### config.mk
export PLATFORM = sky130hd
export DESIGN_NAME = pet_status_engine
export DESIGN_NICKNAME = d
export VERILOG_FILES = /design/src/rtl/pet_status_engine.sv
export SDC_FILE = /design/constraint.sdc
export NUM_CORES = 1
export LEC_CHECK = 0
export BUFFER_PORTS_ARGS = -buffer_cell sky130_fd_sc_hd__buf_2
export CAP_MARGIN = 20
export CORE_ASPECT_RATIO = 0.6
export CORE_MARGIN = 2
export CORE_UTILIZATION = 45
export CTS_BUF_LIST = sky130_fd_sc_hd__clkbuf_16
export CTS_CLUSTER_SIZE = 8
export DETAILED_ROUTE_END_ITERATION = 16
export GPL_ROUTABILITY_DRIVEN = 0
export PLACE_DENSITY_LB_ADDON = 0.3
export SYNTH_ARGS = -nofsm -noshare
export SYNTH_HDL_FRONTEND = slang
export SYNTH_SLANG_ARGS = --single-unit
### constraint.sdc
create_clock -name clk -period 3.95 [get_ports clk]
set_input_delay 0.79 -clock clk [delete_from_list [all_inputs] [get_ports clk]]
set_output_delay 0.79 -clock clk [all_outputs]
set_load 0.03 [all_outputs]
### src/rtl/pet_status_engine.sv
// -----------------------------------------------------------------------------
// pet_status_engine
//
// Need tracker and life-state machine for the virtual-pet LCD. Four need levels
// (health, food, energy, fun) decay on a slow time base and are topped up by
// player buttons. An AWAKE/SLEEP/DEAD FSM gates what the buttons and decay do,
// and the outcome is encoded as mood/shown-need and sleep codes for the LCD
// view controller.
//
// Ports
//   clk            in   system clock
//   reset          in   synchronous, active-low
//   btn_feed       in   single-cycle pulse: +BTN_STEP food   (AWAKE only)
//   btn_play       in   single-cycle pulse: +BTN_STEP fun    (AWAKE only)
//   btn_heal       in   single-cycle pulse: +BTN_STEP health (AWAKE only)
//   btn_sleep      in   single-cycle pulse: AWAKE <-> SLEEP toggle
//   select_figures out  [3:2] mood (01 happy, 00 sad, 10 neutral)
//                       [1:0] lowest need (00 health, 10 food, 01 energy, 11 fun)
//   sleep          out  00 awake, 01 sleeping, 11 dead
//   levels         out  {health, food, energy, fun}, 3 bits each
//
// All outputs come straight from registers so a slow-clock consumer can sample
// them without seeing combinational glitches.
// -----------------------------------------------------------------------------
module pet_status_engine #(
   parameter int TICK_CYCLES = 50_000_000,
   parameter int DECAY_TICKS = 10,
   parameter int MAX_LEVEL   = 7,
   parameter int INIT_LEVEL  = 7,
   parameter int BTN_STEP    = 2,
   parameter int HAPPY_TH    = 5,
   parameter int SAD_TH      = 2
) (
   input  logic        clk,
   input  logic        reset,
   input  logic        btn_feed,
   input  logic        btn_play,
   input  logic        btn_heal,
   input  logic        btn_sleep,
   output logic [3:0]  select_figures,
   output logic [1:0]  sleep,
   output logic [11:0] levels
);

   localparam int TW = (TICK_CYCLES > 1) ? $clog2(TICK_CYCLES) : 1;
   localparam int DW = (DECAY_TICKS > 1) ? $clog2(DECAY_TICKS) : 1;
   localparam logic [TW-1:0] TICK_LAST  = TW'(TICK_CYCLES - 1);
   localparam logic [DW-1:0] DECAY_LAST = DW'(DECAY_TICKS - 1);

   localparam logic [2:0] MAX3   = 3'(MAX_LEVEL);
   localparam logic [2:0] INIT3  = 3'(INIT_LEVEL);
   localparam logic [2:0] HAPPY3 = 3'(HAPPY_TH);
   localparam logic [2:0] SAD3   = 3'(SAD_TH);
   localparam logic [4:0] MAX5   = 5'(MAX_LEVEL);
   localparam logic [4:0] STEP5  = 5'(BTN_STEP);

   // Need indices; the array order matches the packing of levels.
   localparam int H = 0;   // health
   localparam int F = 1;   // food
   localparam int E = 2;   // energy
   localparam int P = 3;   // fun (play)

   typedef enum logic [1:0] {
      ST_AWAKE = 2'd0,
      ST_SLEEP = 2'd1,
      ST_DEAD  = 2'd2
   } state_t;

   state_t          state_q, state_d;
   logic [TW-1:0]   tick_cnt_q, tick_cnt_d;
   logic [DW-1:0]   decay_cnt_q, decay_cnt_d;
   logic [2:0]      lvl_q [4];
   logic [2:0]      lvl_d [4];
   logic [3:0]      sel_q, sel_d;
   logic [1:0]      sleep_q, sleep_d;

   logic            tick, decay;
   logic            awake, asleep, alive, any_zero;
   logic [3:0]      btn_en, sub_en, add_en;
   logic [3:0]      sad_vec, happy_vec;
   logic [1:0]      mood;
   logic [1:0]      min_idx;
   logic [2:0]      min_val;

   // Button, decay and sleep-recharge combined in one sum so that a button and
   // a decay landing together give sat(level - 1 + BTN_STEP). The sum is kept
   // wide enough that level + step never wraps before clamping.
   function automatic logic [2:0] step_level(input logic [2:0] lvl,
                                             input logic       btn,
                                             input logic       sub,
                                             input logic       add);
      logic [4:0] s;
      s = {2'b00, lvl} + (btn ? STEP5 : 5'd0) + (add ? 5'd1 : 5'd0);
      if (sub) begin
         s = (s == 5'd0) ? 5'd0 : s - 5'd1;
      end
      if (s > MAX5) begin
         s = MAX5;
      end
      return s[2:0];
   endfunction

   // ---------------------------------------------------------------- time base
   always_comb begin
      tick        = (tick_cnt_q == TICK_LAST);
      decay       = tick && (decay_cnt_q == DECAY_LAST);
      tick_cnt_d  = tick ? '0 : tick_cnt_q + 1'b1;
      decay_cnt_d = decay_cnt_q;
      if (tick) begin
         decay_cnt_d = (decay_cnt_q == DECAY_LAST) ? '0 : decay_cnt_q + 1'b1;
      end
   end

   // --------------------------------------------------------- per-need control
   always_comb begin
      awake    = (state_q == ST_AWAKE);
      asleep   = (state_q == ST_SLEEP);
      alive    = awake || asleep;
      // Health only drains when another need was already empty before decay.
      any_zero = (lvl_q[F] == 3'd0) || (lvl_q[E] == 3'd0) || (lvl_q[P] == 3'd0);

      btn_en = '0;
      sub_en = '0;
      add_en = '0;

      btn_en[H] = awake && btn_heal;
      btn_en[F] = awake && btn_feed;
      btn_en[P] = awake && btn_play;

      sub_en[H] = alive && decay && any_zero;
      sub_en[F] = alive && decay;
      sub_en[E] = awake && decay;
      sub_en[P] = alive && decay;

      // Sleeping recharges energy instead of draining it.
      add_en[E] = asleep && decay;
   end

   generate
      for (genvar gi = 0; gi < 4; gi++) begin : g_need
         assign lvl_d[gi]     = step_level(lvl_q[gi], btn_en[gi], sub_en[gi], add_en[gi]);
         assign sad_vec[gi]   = (lvl_q[gi] <= SAD3);
         assign happy_vec[gi] = (lvl_q[gi] >= HAPPY3);
      end
   endgenerate

   // --------------------------------------------------------- life-state FSM
   // Death is checked first so it wins over any sleep/wake in the same cycle.
   always_comb begin
      state_d = state_q;
      case (state_q)
         ST_AWAKE: begin
            if (lvl_d[H] == 3'd0) begin
               state_d = ST_DEAD;
            end else if (btn_sleep) begin
               state_d = ST_SLEEP;
            end
         end
         ST_SLEEP: begin
            if (lvl_d[H] == 3'd0) begin
               state_d = ST_DEAD;
            end else if (btn_sleep || (lvl_d[E] == MAX3)) begin
               state_d = ST_AWAKE;
            end
         end
         ST_DEAD:  state_d = ST_DEAD;
         default:  state_d = ST_AWAKE;
      endcase
   end

   // ------------------------------------------------------------ output decode
   // Decoded from the registered levels/state, so these outputs trail the
   // level registers by one cycle.
   always_comb begin
      if (|sad_vec) begin
         mood = 2'b00;
      end else if (&happy_vec) begin
         mood = 2'b01;
      end else begin
         mood = 2'b10;
      end

      // Strict less-than keeps the earlier (higher-priority) need on ties.
      min_idx = 2'd0;
      min_val = lvl_q[H];
      for (int i = 1; i < 4; i++) begin
         if (lvl_q[i] < min_val) begin
            min_val = lvl_q[i];
            min_idx = 2'(i);
         end
      end

      // Need code is the index with its two bits swapped (food=10, energy=01).
      sel_d = {mood, min_idx[0], min_idx[1]};

      case (state_q)
         ST_DEAD:  sleep_d = 2'b11;
         ST_SLEEP: sleep_d = 2'b01;
         default:  sleep_d = 2'b00;
      endcase
   end

   // ---------------------------------------------------------------- registers
   always_ff @(posedge clk) begin
      if (!reset) begin
         state_q     <= ST_AWAKE;
         tick_cnt_q  <= '0;
         decay_cnt_q <= '0;
         for (int i = 0; i < 4; i++) begin
            lvl_q[i] <= INIT3;
         end
         sel_q       <= 4'b0100;
         sleep_q     <= 2'b00;
      end else begin
         state_q     <= state_d;
         tick_cnt_q  <= tick_cnt_d;
         decay_cnt_q <= decay_cnt_d;
         for (int i = 0; i < 4; i++) begin
            lvl_q[i] <= lvl_d[i];
         end
         sel_q       <= sel_d;
         sleep_q     <= sleep_d;
      end
   end

   assign levels         = {lvl_q[H], lvl_q[F], lvl_q[E], lvl_q[P]};
   assign select_figures = sel_q;
   assign sleep          = sleep_q;

endmodule

==> summary.md, run 1 <==
| Metric | Value |
|---|---|
| Status | finished, final reports clean |
| Final Util | 51.82% |
| Reg2reg setup slack | 0.63 ns |
| Hold buffer count at cts | 0 |
| Min Tclk post-route | 3.316 ns |
| Worst Reg2Reg Path Length in Cells | 12 |
| XOR/XNOR Fraction of Synth Area | 6.769% |
| Most area-hungry cell type in the Yosys netlist | dfxtp_1 |
| Sw Ratio | a little under 30% |
| Worst setup EP type | flip-flop |
| NetSw | 0.0003893 W |
| Setup WS post-layout | 0.6341 ns |
| Final wirelength | 7261 um |
| Sink Count | 50 |
| Final setup TNS | 0 ns |
| PostCTS Resize Cnt | 0 |
| DRT Pass-1 Iters | 5 |
| DP HPWL | 5469 um |
| Num CTS Buffers | 5 |
| Reg2Reg Capture Point | state_q[1]$_SDFFE_PN0P_ |
| Critical-path cell list | nor4bb_1 > nand4_1 > nor3_1 > ha_1 > ha_1 > inv_1 > ha_1 > nand2_1 > o32a_1 > nor2_1 > o21ai_0 > a22oi_1 |
| Setup violations, final | 0 |
| Dpl ws | 0.7449 ns |
| Max-cap viol count | 0 |
| Clk_lat worst skew | ~0.3 ns |
| Worst EP arrival | 3.53 ns |
| Worst hold endpoint | tick_cnt_q[0]$_SDFF_PP0_ |
| Crit path max-delay cell type | nor4bb_1 |
| Clock-pin slew on the worst setup and hold paths | about 0.07 ns |
| Syn nets | 412 |
| HP Class | reg -> reg |
| Simple-gate share of the synthesized area | 30.50% |
| Post-synthesis mux area share | 0.9670% |
| Yosys reg bits | 50 |
| Period utilisation layout | 83.95% |
| Largest net degree at the start of global routing | 25 |
| Mean number of vias per cell | 5.671 |
| Gr usage total | 19.40% |
| DRT antenna net count | 0 |
| WP data required | between 4 and 5 ns |
| Vias in the first global route | 2417 |
| Hold_sp | tick_cnt_q[0]$_SDFF_PP0_ |
| Layout cells sized above 1 | 9.926% |
| CTS H-tree lvls | 2 |
| Synth Area in Compound Gates | 14.59% |
| Die X | about 110 um |
| Area contributors post-synth | dfxtp_1, ha_1, nor2_1, xnor2_1, nor3_1 |
| Post-synthesis sequential area ratio | 32.23% |
| Drt initial violations | around 170 |
| First-pass GRT wire length | 11640 um |
| Net count, final | 432 |
| Number of antenna diodes | 0 |
| Pwr dens | 380.5 nW/um^2 |
| Root buf cell | clkbuf_16 |
| Yosys cell types | between 50 and 60 |
| Reg2reg start | decay_cnt_q[0]$_SDFFE_PN0N_ |
| Port bufs | 23 |
| Syn Area/Cell | approximately 8.1 um^2 |
| Site row count | 23 |
| Post-CTS setup buffer count | 0 |
| DIE HEIGHT | 68.35 um |
| Fmax | 301.6 MHz |
| Max-slew headroom | 38.94% |
| CP Buf/Inv Count | 1 |
| Area delta synth->final | 11.40% |
| Hold Vio Cnt, Final | 0 |
| Internal Pwr Total | 0.0009272 W |
| CP max stage delay | 0.65 ns |
| Vias | 2779 |
| Post-DP Area | between 3000 and 4000 um^2 |
| Part of the power in registers | 42.1% |
| Drt drc | 0 |
| Warnings, synthesis | 0 |
| CTS tree | built |
| Post-synth EDFFs | 0 |
| Nature of the critical path startpoint | flip-flop |
| Max clock buf depth | 2 |
| Final Instance Area | 3460 um^2 |
| Core area | 6676 um^2 |
| Antenna violations before repair | 0 |
| Crit-path max FO | 5 |
| Ys flop type | dfxtp_1 |
| Combinational cell fraction of total power | roughly 21% |
| LEAKAGE | between 1 and 1.5 nW |
| Post-synth ARST share | 0% |
| Wire length per cell | ~15 um |
| Actual slew at the worst max-slew pin | 0.9075 ns |
| Die Area | between 7000 and 8000 um^2 |
| Initial Util | between 40% and 50% |
| Adder-cell share of the synthesized area | about a tenth |
| Global route total overflow | 0 |
| Post-synth top area share | 32.23% |
| Main combinational cell family by area after synthesis | simple AND/OR/NAND/NOR gates |
| CP dominant cell by count | ha_1 |
| Worst vdd ir | roughly 0.00028 V |
| Slew Viols, Final | 0 |
| Clock power share | 37.3% |
| Hold WS | 0.4638 ns |
| I/O Pins | 24 |
| Crit path max-delay family | simple AND/OR/NAND/NOR gates |
| Post-Synthesis Cells | between 300 and 400 |
| WHS Path Cells | 1 |
| Setup CP Type | reg -> reg |
| Setup Skew | approximately 0.0049 ns |
| Netlist Area Pre-Place | 3105 um^2 |
| Unrepaired setup endpoints after global routing | no |
worst max-delay path by stage:
stage	startpoint	end	slack, ns	cells after the start
global route	decay_cnt_q[0]$_SDFFE_PN0N_	state_q[1]$_SDFFE_PN0P_	0.39	11
detailed placement	decay_cnt_q[0]$_SDFFE_PN0N_	state_q[1]$_SDFFE_PN0P_	0.74	12
CTS	decay_cnt_q[0]$_SDFFE_PN0N_	state_q[0]$_SDFFE_PN0P_	0.74	12
global placement	decay_cnt_q[0]$_SDFFE_PN0N_	state_q[1]$_SDFFE_PN0P_	0.98	12
floorplan	lvl_q[0][2]$_SDFF_PN1_	select_figures[1]$_SDFF_PN0_	1.11	12
finish	decay_cnt_q[0]$_SDFFE_PN0N_	state_q[1]$_SDFFE_PN0P_	0.63	12
placed cells by master, fill, tap and decap left out, types with 6 or more instances in the layout:
master / n
a21oi_1: 16
and2_1: 7
and3_1: 10
buf_2: 23
dfxtp_1: 50
ha_1: 24
inv_1: 28
nand2_1: 18
nand3_1: 14
nand4_1: 13
nor2_1: 45
nor2b_1: 6
nor3_1: 22
nor4_1: 7
o21ai_0: 16
xnor2_1: 13
xor2_1: 11
synth_stat cells, drive strengths merged (3+ instances only):
cell type,number
and4,3
nand2b,4
or3,5
nand3,15
buf,3
nor3b,3
nor2,45
dfxtp,50
a21oi,16
nor3,22
o2111ai,5
clkbuf,9
nand2,18
o211ai,3
nor4,7
and2,7
xnor2,13
inv,28
or4,3
xor2,11
nand4,13
ha,24
a211oi,5
and3,10
o21ai,18
nor2b,6
mux2i,3
nor4b,3
a211o,4
logic make-up (layout without fill, tap and decap cells):
group                    after synthesis  in the layout
AND/OR/NAND/NOR                      171            171
multiplexers                           3              3
AO/OA/AOI/OAI                         69             69
buffers and inverters                 41             62
XOR/XNOR                              24             24
flip-flops                            50             50
adder cells (fa/ha/maj)               24             24
per-stage QoR:
stage / total power [W] / std cells
2_1_floorplan: 0.0007596 / 382
3_3_place_gp: 0.0008239 / 482
3_5_place_dp: 0.0008312 / 482
4_1_cts: 0.001325 / 490
5_1_grt: 0.001380 / 490
6_report: 0.001317 / 490
cell type report:
cell class / instances / area (um^2)
clock buffers: 5 / 125.1
clock inverters: 3 / 45.04
fillers: 636 / 3217
inverters: 29 / 108.9
multi-input cells: 291 / 1941
flip-flops and latches: 50 / 1001
well taps: 87 / 108.9
repair buffers: 25 / 130.1
flip-flops by register name, summed over array words and instances (netlist names):
register	flops
decay_cnt_q	4
select_figures	4
tick_cnt_q	26
sleep	2
lvl_q	12
state_q	2
metal layers:
metal	track usage [%]	wire length, um
met5	0	0
met4	5.556	69
met3	4.429	505
met2	27.13	2823
met1	29.33	3864
power by group through the flow:
stage	sequential, W	combinational, W	clock [W]
final	0.000554	0.000271	0.000491
after global routing	0.000557	0.000302	0.000521
after CTS	0.000554	0.000268	0.000503
after detailed placement	0.000566	0.000266	0
after global placement	0.000565	0.000259	0
after floorplan	0.000606	0.000154	0
No activity file was read; power rests on OpenSTA's default activity.
==> run 2, diff against run 1 <==
==> constraint.sdc (replaced) <==
create_clock -name clk -period 2.7 [get_ports clk]
set_input_delay 0.54 -clock clk [delete_from_list [all_inputs] [get_ports clk]]
set_output_delay 0.54 -clock clk [all_outputs]
set_load 0.03 [all_outputs]
==> run 2 against run 1 <==
Net effect: the run now ends with setup timing left; core utilization rose by 7.0 points; final area rose by 13%; largest power group unchanged; combinational power rose by 80%; clock skew rose by 0.0018 ns; total power rose by 52%; critical endpoint unchanged; non-clock buffer count rose by 42; sequential power rose by 45%; wire length rose by 14%; first-iteration DRC count rose by 29%; via count rose by 8.3%.
==> summary.md, run 2 (synthesized netlist as in run 1, its figures left out) <==
| Metric | Value |
|---|---|
| Register area | a little over 1000 um^2 |
| Global route total overflow | 0 |
| Gr usage total | 21.32% |
| Site row count | 23 |
| Total power | 0.001998 W |
| Die X | approximately 110 um |
| Post-DP Area | 3580 um^2 |
| DIE HEIGHT | roughly 68 um |
| CTS H-tree lvls | 2 |
| Unrepaired setup endpoints after global routing | yes |
| NetSw | slightly below 0.0006 W |
| Vias in the first global route | 2635 |
| Pwr dens | about 510 nW/um^2 |
| Area delta synth->final | 26.39% |
| Worst vdd ir | roughly 0.00028 V |
| Fillers | between 500 and 600 |
| Period utilisation layout | 101.2% |
| Part of the power in registers | between 40% and 50% |
| Fmax | 365.9 MHz |
| Port bufs | 23 |
| Crit-path max FO | 4 |
| Max-slew headroom | 59.59% |
| Top Registers | tick_cnt_q: 26 flops, lvl_q: 12 flops |
| Drt initial violations | 214 |
| Largest reg by FF count | tick_cnt_q |
| HP Class | reg -> reg |
| Num CTS Buffers | 5 |
| Layout cells sized above 1 | 24.27% |
| Worst hold endpoint | tick_cnt_q[0]$_SDFF_PP0_ |
| Reg2Reg Capture Point | state_q[1]$_SDFFE_PN0P_ |
| Failing checks | setup timing |
| Max FFs per register | 26 |
| Clk_lat worst skew | 0.29 ns |
| Vias | 3009 |
| Hold Vio Cnt, Final | 0 |
| Actual slew at the worst max-slew pin | about 0.60 ns |
| Worst setup EP type | flip-flop |
| Clock power share | 35.3% |
| Final setup TNS | -0.07503 ns |
| WHS Path Cells | 1 |
| Initial Util | 46.51% |
| Sw Ratio | between 20% and 30% |
| LEAKAGE | approximately 1.6 nW |
| Setup WS post-layout | -0.03299 ns |
| Commonest non-fill, non-tap cell in the layout | dfxtp_1 |
| I/O Pins | 24 |
| Nature of the critical path startpoint | flip-flop |
| Max clock buf depth | 2 |
| WP data required | approximately 2.9 ns |
| Final Instance Area | 3925 um^2 |
| Setup CP Type | reg -> reg |
| Reg2reg start | decay_cnt_q[3]$_SDFFE_PN0N_ |
| Multi-input logic area | 2090 um^2 |
| Hold buffer count at cts | 0 |
| Root buf cell | clkbuf_16 |
| First-pass GRT wire length | 12850 um |
| DRT antenna net count | 0 |
| Clock-pin slew on the worst setup and hold paths | about 0.07 ns |
| Mean number of vias per cell | 5.656 |
| Max-cap viol count | 0 |
| Wire length per cell | 15.54 um |
| CTS tree | built |
| Worst Reg2Reg Path Length in Cells | 13 |
| Sink Count | 50 |
| Status | finished with violations |
| Commonest non-fill, non-tap cells in the layout | dfxtp_1, buf_4, nor2_1, inv_1, buf_2 |
| Hold_sp | tick_cnt_q[0]$_SDFF_PP0_ |
| Die Area | 7604 um^2 |
| Slew Viols, Final | 0 |
| Combinational cell fraction of total power | 24.4% |
| Number of antenna diodes | 0 |
| Core area | 6676 um^2 |
| Drt drc | 0 |
| Hold WS | 0.4629 ns |
| Worst EP arrival | 2.94 ns |
| DRT Pass-1 Iters | 5 |
| Antenna violations before repair | 0 |
| Largest net degree at the start of global routing | 25 |
| DP HPWL | 6052 um |
| Setup violations, final | 3 |
| Reg2reg setup slack | -0.03 ns |
| Internal Pwr Total | 0.001409 W |
| Net count, final | 474 |
| Final wirelength | 8269 um |
| Min Tclk post-route | 2.733 ns |
| Final Util | around three fifths |
| Setup Skew | 0.006709 ns |
run 2: layer usage:
metal  share of wire, %  routed length, um  track usage, %
met1                 52               4315           31.28
met2                 41               3367           32.24
met3                5.8                479           3.543
met4                1.3                107           6.327
met5                  0                  0               0
run 2: through the flow:
step,setup WS (ns),std cells
after floorplan,0.01865,382
after global placement,-0.004704,520
after detailed placement,-0.1070,520
after CTS,-0.005823,528
after global routing,-0.1601,532
final,-0.03299,532
run 2: worst max-delay path by stage:
stage                                startpoint                           end  slack (ns)  cells after the start
finish              decay_cnt_q[3]$_SDFFE_PN0N_       state_q[1]$_SDFFE_PN0P_       -0.03                     13
detailed placement  decay_cnt_q[0]$_SDFFE_PN0N_       state_q[1]$_SDFFE_PN0P_       -0.11                     13
CTS                 decay_cnt_q[2]$_SDFFE_PN0N_       state_q[1]$_SDFFE_PN0P_      -0.006                     13
global placement    decay_cnt_q[0]$_SDFFE_PN0N_       state_q[0]$_SDFFE_PN0P_      -0.005                     13
floorplan                lvl_q[0][2]$_SDFF_PN1_  select_figures[1]$_SDFF_PN0_        0.02                     12
global route        decay_cnt_q[3]$_SDFFE_PN0N_        lvl_q[2][1]$_SDFF_PN1_       -0.16                     13
run 2: final cells by class:
type                    instances  share of cell area, %
inverters                      29                  2.773
clock inverters                 3                  1.020
clock buffers                   5                  3.188
flip-flops and latches         50                  25.66
well taps                      87                  2.773
multi-input cells             291                  53.24
repair buffers                 67                  11.35
run 2: power by group through the flow:
stage               registers [W]  clock network, W  logic, W
finish                   0.000804          0.000706  0.000488
global route             0.000806          0.000745  0.000530
CTS                      0.000801          0.000719  0.000452
detailed placement       0.000818                 0  0.000445
global placement         0.000818                 0  0.000432
floorplan                0.000887                 0  0.000225
run 2: worst max-delay path, cell delays in order (launching register included):
cell	delay, ns
dfxtp_2	0.35
nor4bb_4	0.30
buf_4	0.17
nand4_1	0.13
nor3_2	0.21
ha_2	0.22
ha_4	0.21
inv_2	0.07
ha_4	0.14
nand2_4	0.06
o32a_1	0.39
nor2_4	0.14
o21ai_2	0.08
a22oi_1	0.17
run 2: what timing repair did:
action / CTS / global route
endpoints found under the setup margin: 4 / 7
resized for setup: 7 / 25
setup buffers: 0 / 4
pin swaps: 1 / 9
==> run 3, diff against run 2 <==
--- a/config.mk
+++ b/config.mk
@@ -15,6 +15,7 @@
 export DETAILED_ROUTE_END_ITERATION = 16
 export GPL_ROUTABILITY_DRIVEN = 0
 export PLACE_DENSITY_LB_ADDON = 0.3
+export SKIP_CTS_REPAIR_TIMING = 1
 export SYNTH_ARGS = -nofsm -noshare
 export SYNTH_HDL_FRONTEND = slang
 export SYNTH_SLANG_ARGS = --single-unit
==> run 3 against run 2 <==
Net effect: register-to-register slack got worse by 0.03 ns; final area about the same; largest cell class unchanged; highest routed layer unchanged; wire length up 0.22%; critical path type unchanged; the run still ends with setup timing left; critical endpoint is now lvl_q[2][1]$_SDFF_PN1_.
==> summary.md, run 3 (synthesized netlist as in run 1, its figures left out) <==
| Metric | Value |
|---|---|
| Status | finished with violations |
| Failing checks | setup timing |
| Clock-pin slew on the worst setup and hold paths | 0.07 ns |
| Largest reg by FF count | tick_cnt_q |
| I/O Pins | 24 |
| HP Class | reg -> reg |
| WP data required | 2.87 ns |
| Worst hold endpoint | tick_cnt_q[0]$_SDFF_PP0_ |
| Layout cells sized above 1 | 24.27% |
| Nature of the critical path startpoint | flip-flop |
| Commonest non-fill, non-tap cells in the layout | dfxtp_1, buf_4, nor2_1, inv_1, buf_2 |
| First-pass GRT wire length | 12810 um |
| Routed length on met3 | a little under 600 um |
| Crit path max-delay family | simple AND/OR/NAND/NOR gates |
| Worst setup EP type | flip-flop |
| Combinational cell fraction of total power | 24.5% |
| Setup CP Type | reg -> reg |
| LEAKAGE | ~1.6 nW |
| Site row count | 23 |
| CP max stage delay | 0.35 ns |
| Period utilisation layout | 102.2% |
| Vias in the first global route | 2617 |
| Number of stages on the worst setup path | 13 |
| Max-cap viol count | 0 |
| Final Instance Area | 3921 um^2 |
| Hold WS | 0.4320 ns |
| Area delta synth->final | 26.27% |
| WHS Path Cells | 1 |
| Net count, final | roughly 470 |
| Sink Count | 50 |
| Wire length per cell | 15.58 um |
| DP HPWL | 6052 um |
| Reg2reg setup slack | -0.06 ns |
| Actual slew at the worst max-slew pin | 0.5872 ns |
| CTS H-tree lvls | 2 |
| DRT antenna net count | 0 |
| Total power | 0.001998 W |
| Crit-path max FO | 5 |
| Die X | 111.2 um |
| Post-DP Area | roughly 3600 um^2 |
| Top Registers | tick_cnt_q: 26 flops, lvl_q: 12 flops |
| Reg2Reg Capture Point | lvl_q[2][1]$_SDFF_PN1_ |
| Final wirelength | slightly above 8000 um |
| Max FFs per register | 26 |
| Internal Pwr Total | between 0.001 and 0.0015 W |
| Number of antenna diodes | 0 |
| Fmax | 362.5 MHz |
| Slew Viols, Final | 0 |
| Setup WS post-layout | -0.05897 ns |
| Drt drc | 0 |
| Pwr dens | 509.6 nW/um^2 |
| Max-slew headroom | roughly 61% |
| Clk_lat worst skew | 0.29 ns |
| Port bufs | 23 |
| Setup Skew | between 0.006 and 0.007 ns |
| DRT Pass-1 Iters | 5 |
| Antenna violations before repair | 0 |
| Initial Util | between 40% and 50% |
| CP Buf/Inv Count | 2 |
| Global route total overflow | 0 |
| Sw Ratio | 29.46% |
| Routed met2 length | 3370 um |
| Part of the power in registers | 40.3% |
| CTS tree | built |
| NetSw | 0.0005886 W |
| Worst Reg2Reg Path Length in Cells | 13 |
| Num CTS Buffers | 5 |
| Vias | roughly 3000 |
| Max clock buf depth | 2 |
| Worst EP arrival | 2.93 ns |
| Unrepaired setup endpoints after global routing | yes |
| Gr usage total | 21.24% |
| Hold_sp | tick_cnt_q[0]$_SDFF_PP0_ |
| Min Tclk post-route | 2.759 ns |
| Die Area | about 7600 um^2 |
| Setup violations, final | 5 |
| Mean number of vias per cell | 5.733 |
| Root buf cell | clkbuf_16 |
| Largest net degree at the start of global routing | 25 |
| Critical-path cell list | nor4bb_4 > buf_4 > nand4_1 > nor3_2 > ha_2 > ha_4 > nor2b_4 > nor4_2 > nand4_1 > mux2i_1 > buf_4 > nand2_1 > nand3b_1 |
| Worst vdd ir | 0.0002859 V |
| Reg2reg start | decay_cnt_q[3]$_SDFFE_PN0N_ |
| DIE HEIGHT | 68.35 um |
| Clock power share | 35.3% |
| Core area | about 6700 um^2 |
| Hold Vio Cnt, Final | 0 |
| Crit path max-delay cell type | dfxtp_2 |
| Drt initial violations | 214 |
| DRT met1 WL | 4222 um |
| Top sig layer | met4 |
-- run 3: cell counts in the layout (fill, tap and decap cells not counted) --
Identical to the previous run, type by type.
-- run 3: cell type report --
cell class | instances | area [um^2]
Multi-Input combinational cell | 291 | 2085
Inverter | 29 | 108.9
Clock inverter | 3 | 40.04
Timing Repair Buffer | 67 | 445.4
Fill cell | 573 | 2755
Sequential cell | 50 | 1008
Clock buffer | 5 | 125.1
Tap cell | 87 | 108.9
-- run 3: how the worst max path moves through the flow --
stage | start | end | slack (ns)
2_1_floorplan | lvl_q[0][2]$_SDFF_PN1_ | select_figures[1]$_SDFF_PN0_ | 0.02
3_3_place_gp | decay_cnt_q[0]$_SDFFE_PN0N_ | state_q[0]$_SDFFE_PN0P_ | -0.005
3_5_place_dp | decay_cnt_q[0]$_SDFFE_PN0N_ | state_q[1]$_SDFFE_PN0P_ | -0.11
4_1_cts | decay_cnt_q[0]$_SDFFE_PN0N_ | state_q[1]$_SDFFE_PN0P_ | -0.12
5_1_grt | decay_cnt_q[3]$_SDFFE_PN0N_ | state_q[0]$_SDFFE_PN0P_ | -0.18
6_report | decay_cnt_q[3]$_SDFFE_PN0N_ | lvl_q[2][1]$_SDFF_PN1_ | -0.06
-- run 3: power groups by stage --
stage / Combinational, W / Sequential, W / Clock [W]
after floorplan: 0.000225 / 0.000887 / 0
final: 0.000489 / 0.000805 / 0.000705
after detailed placement: 0.000445 / 0.000818 / 0
after global placement: 0.000432 / 0.000818 / 0
after CTS: 0.000448 / 0.000801 / 0.000719
after global routing: 0.000530 / 0.000807 / 0.000745
-- run 3: metal layers --
metal  up-vias  GRT usage [%]
met3        14          3.454
met1      1417          31.44
met4         0          6.636
met2       118          31.63
met5         -              0
li1       1501              -
-- run 3: stage by stage --
stage	setup slack [ns]	setup TNS, ns	util, %	cells
global placement	-0.004704	-0.004704	53.62	520
finish	-0.05897	-0.1440	58.73	532
global route	-0.1813	-0.8489	58.73	532
floorplan	0.01865	0	-	382
CTS	-0.1220	-0.2265	56.09	528
detailed placement	-0.1070	-0.1500	53.62	520
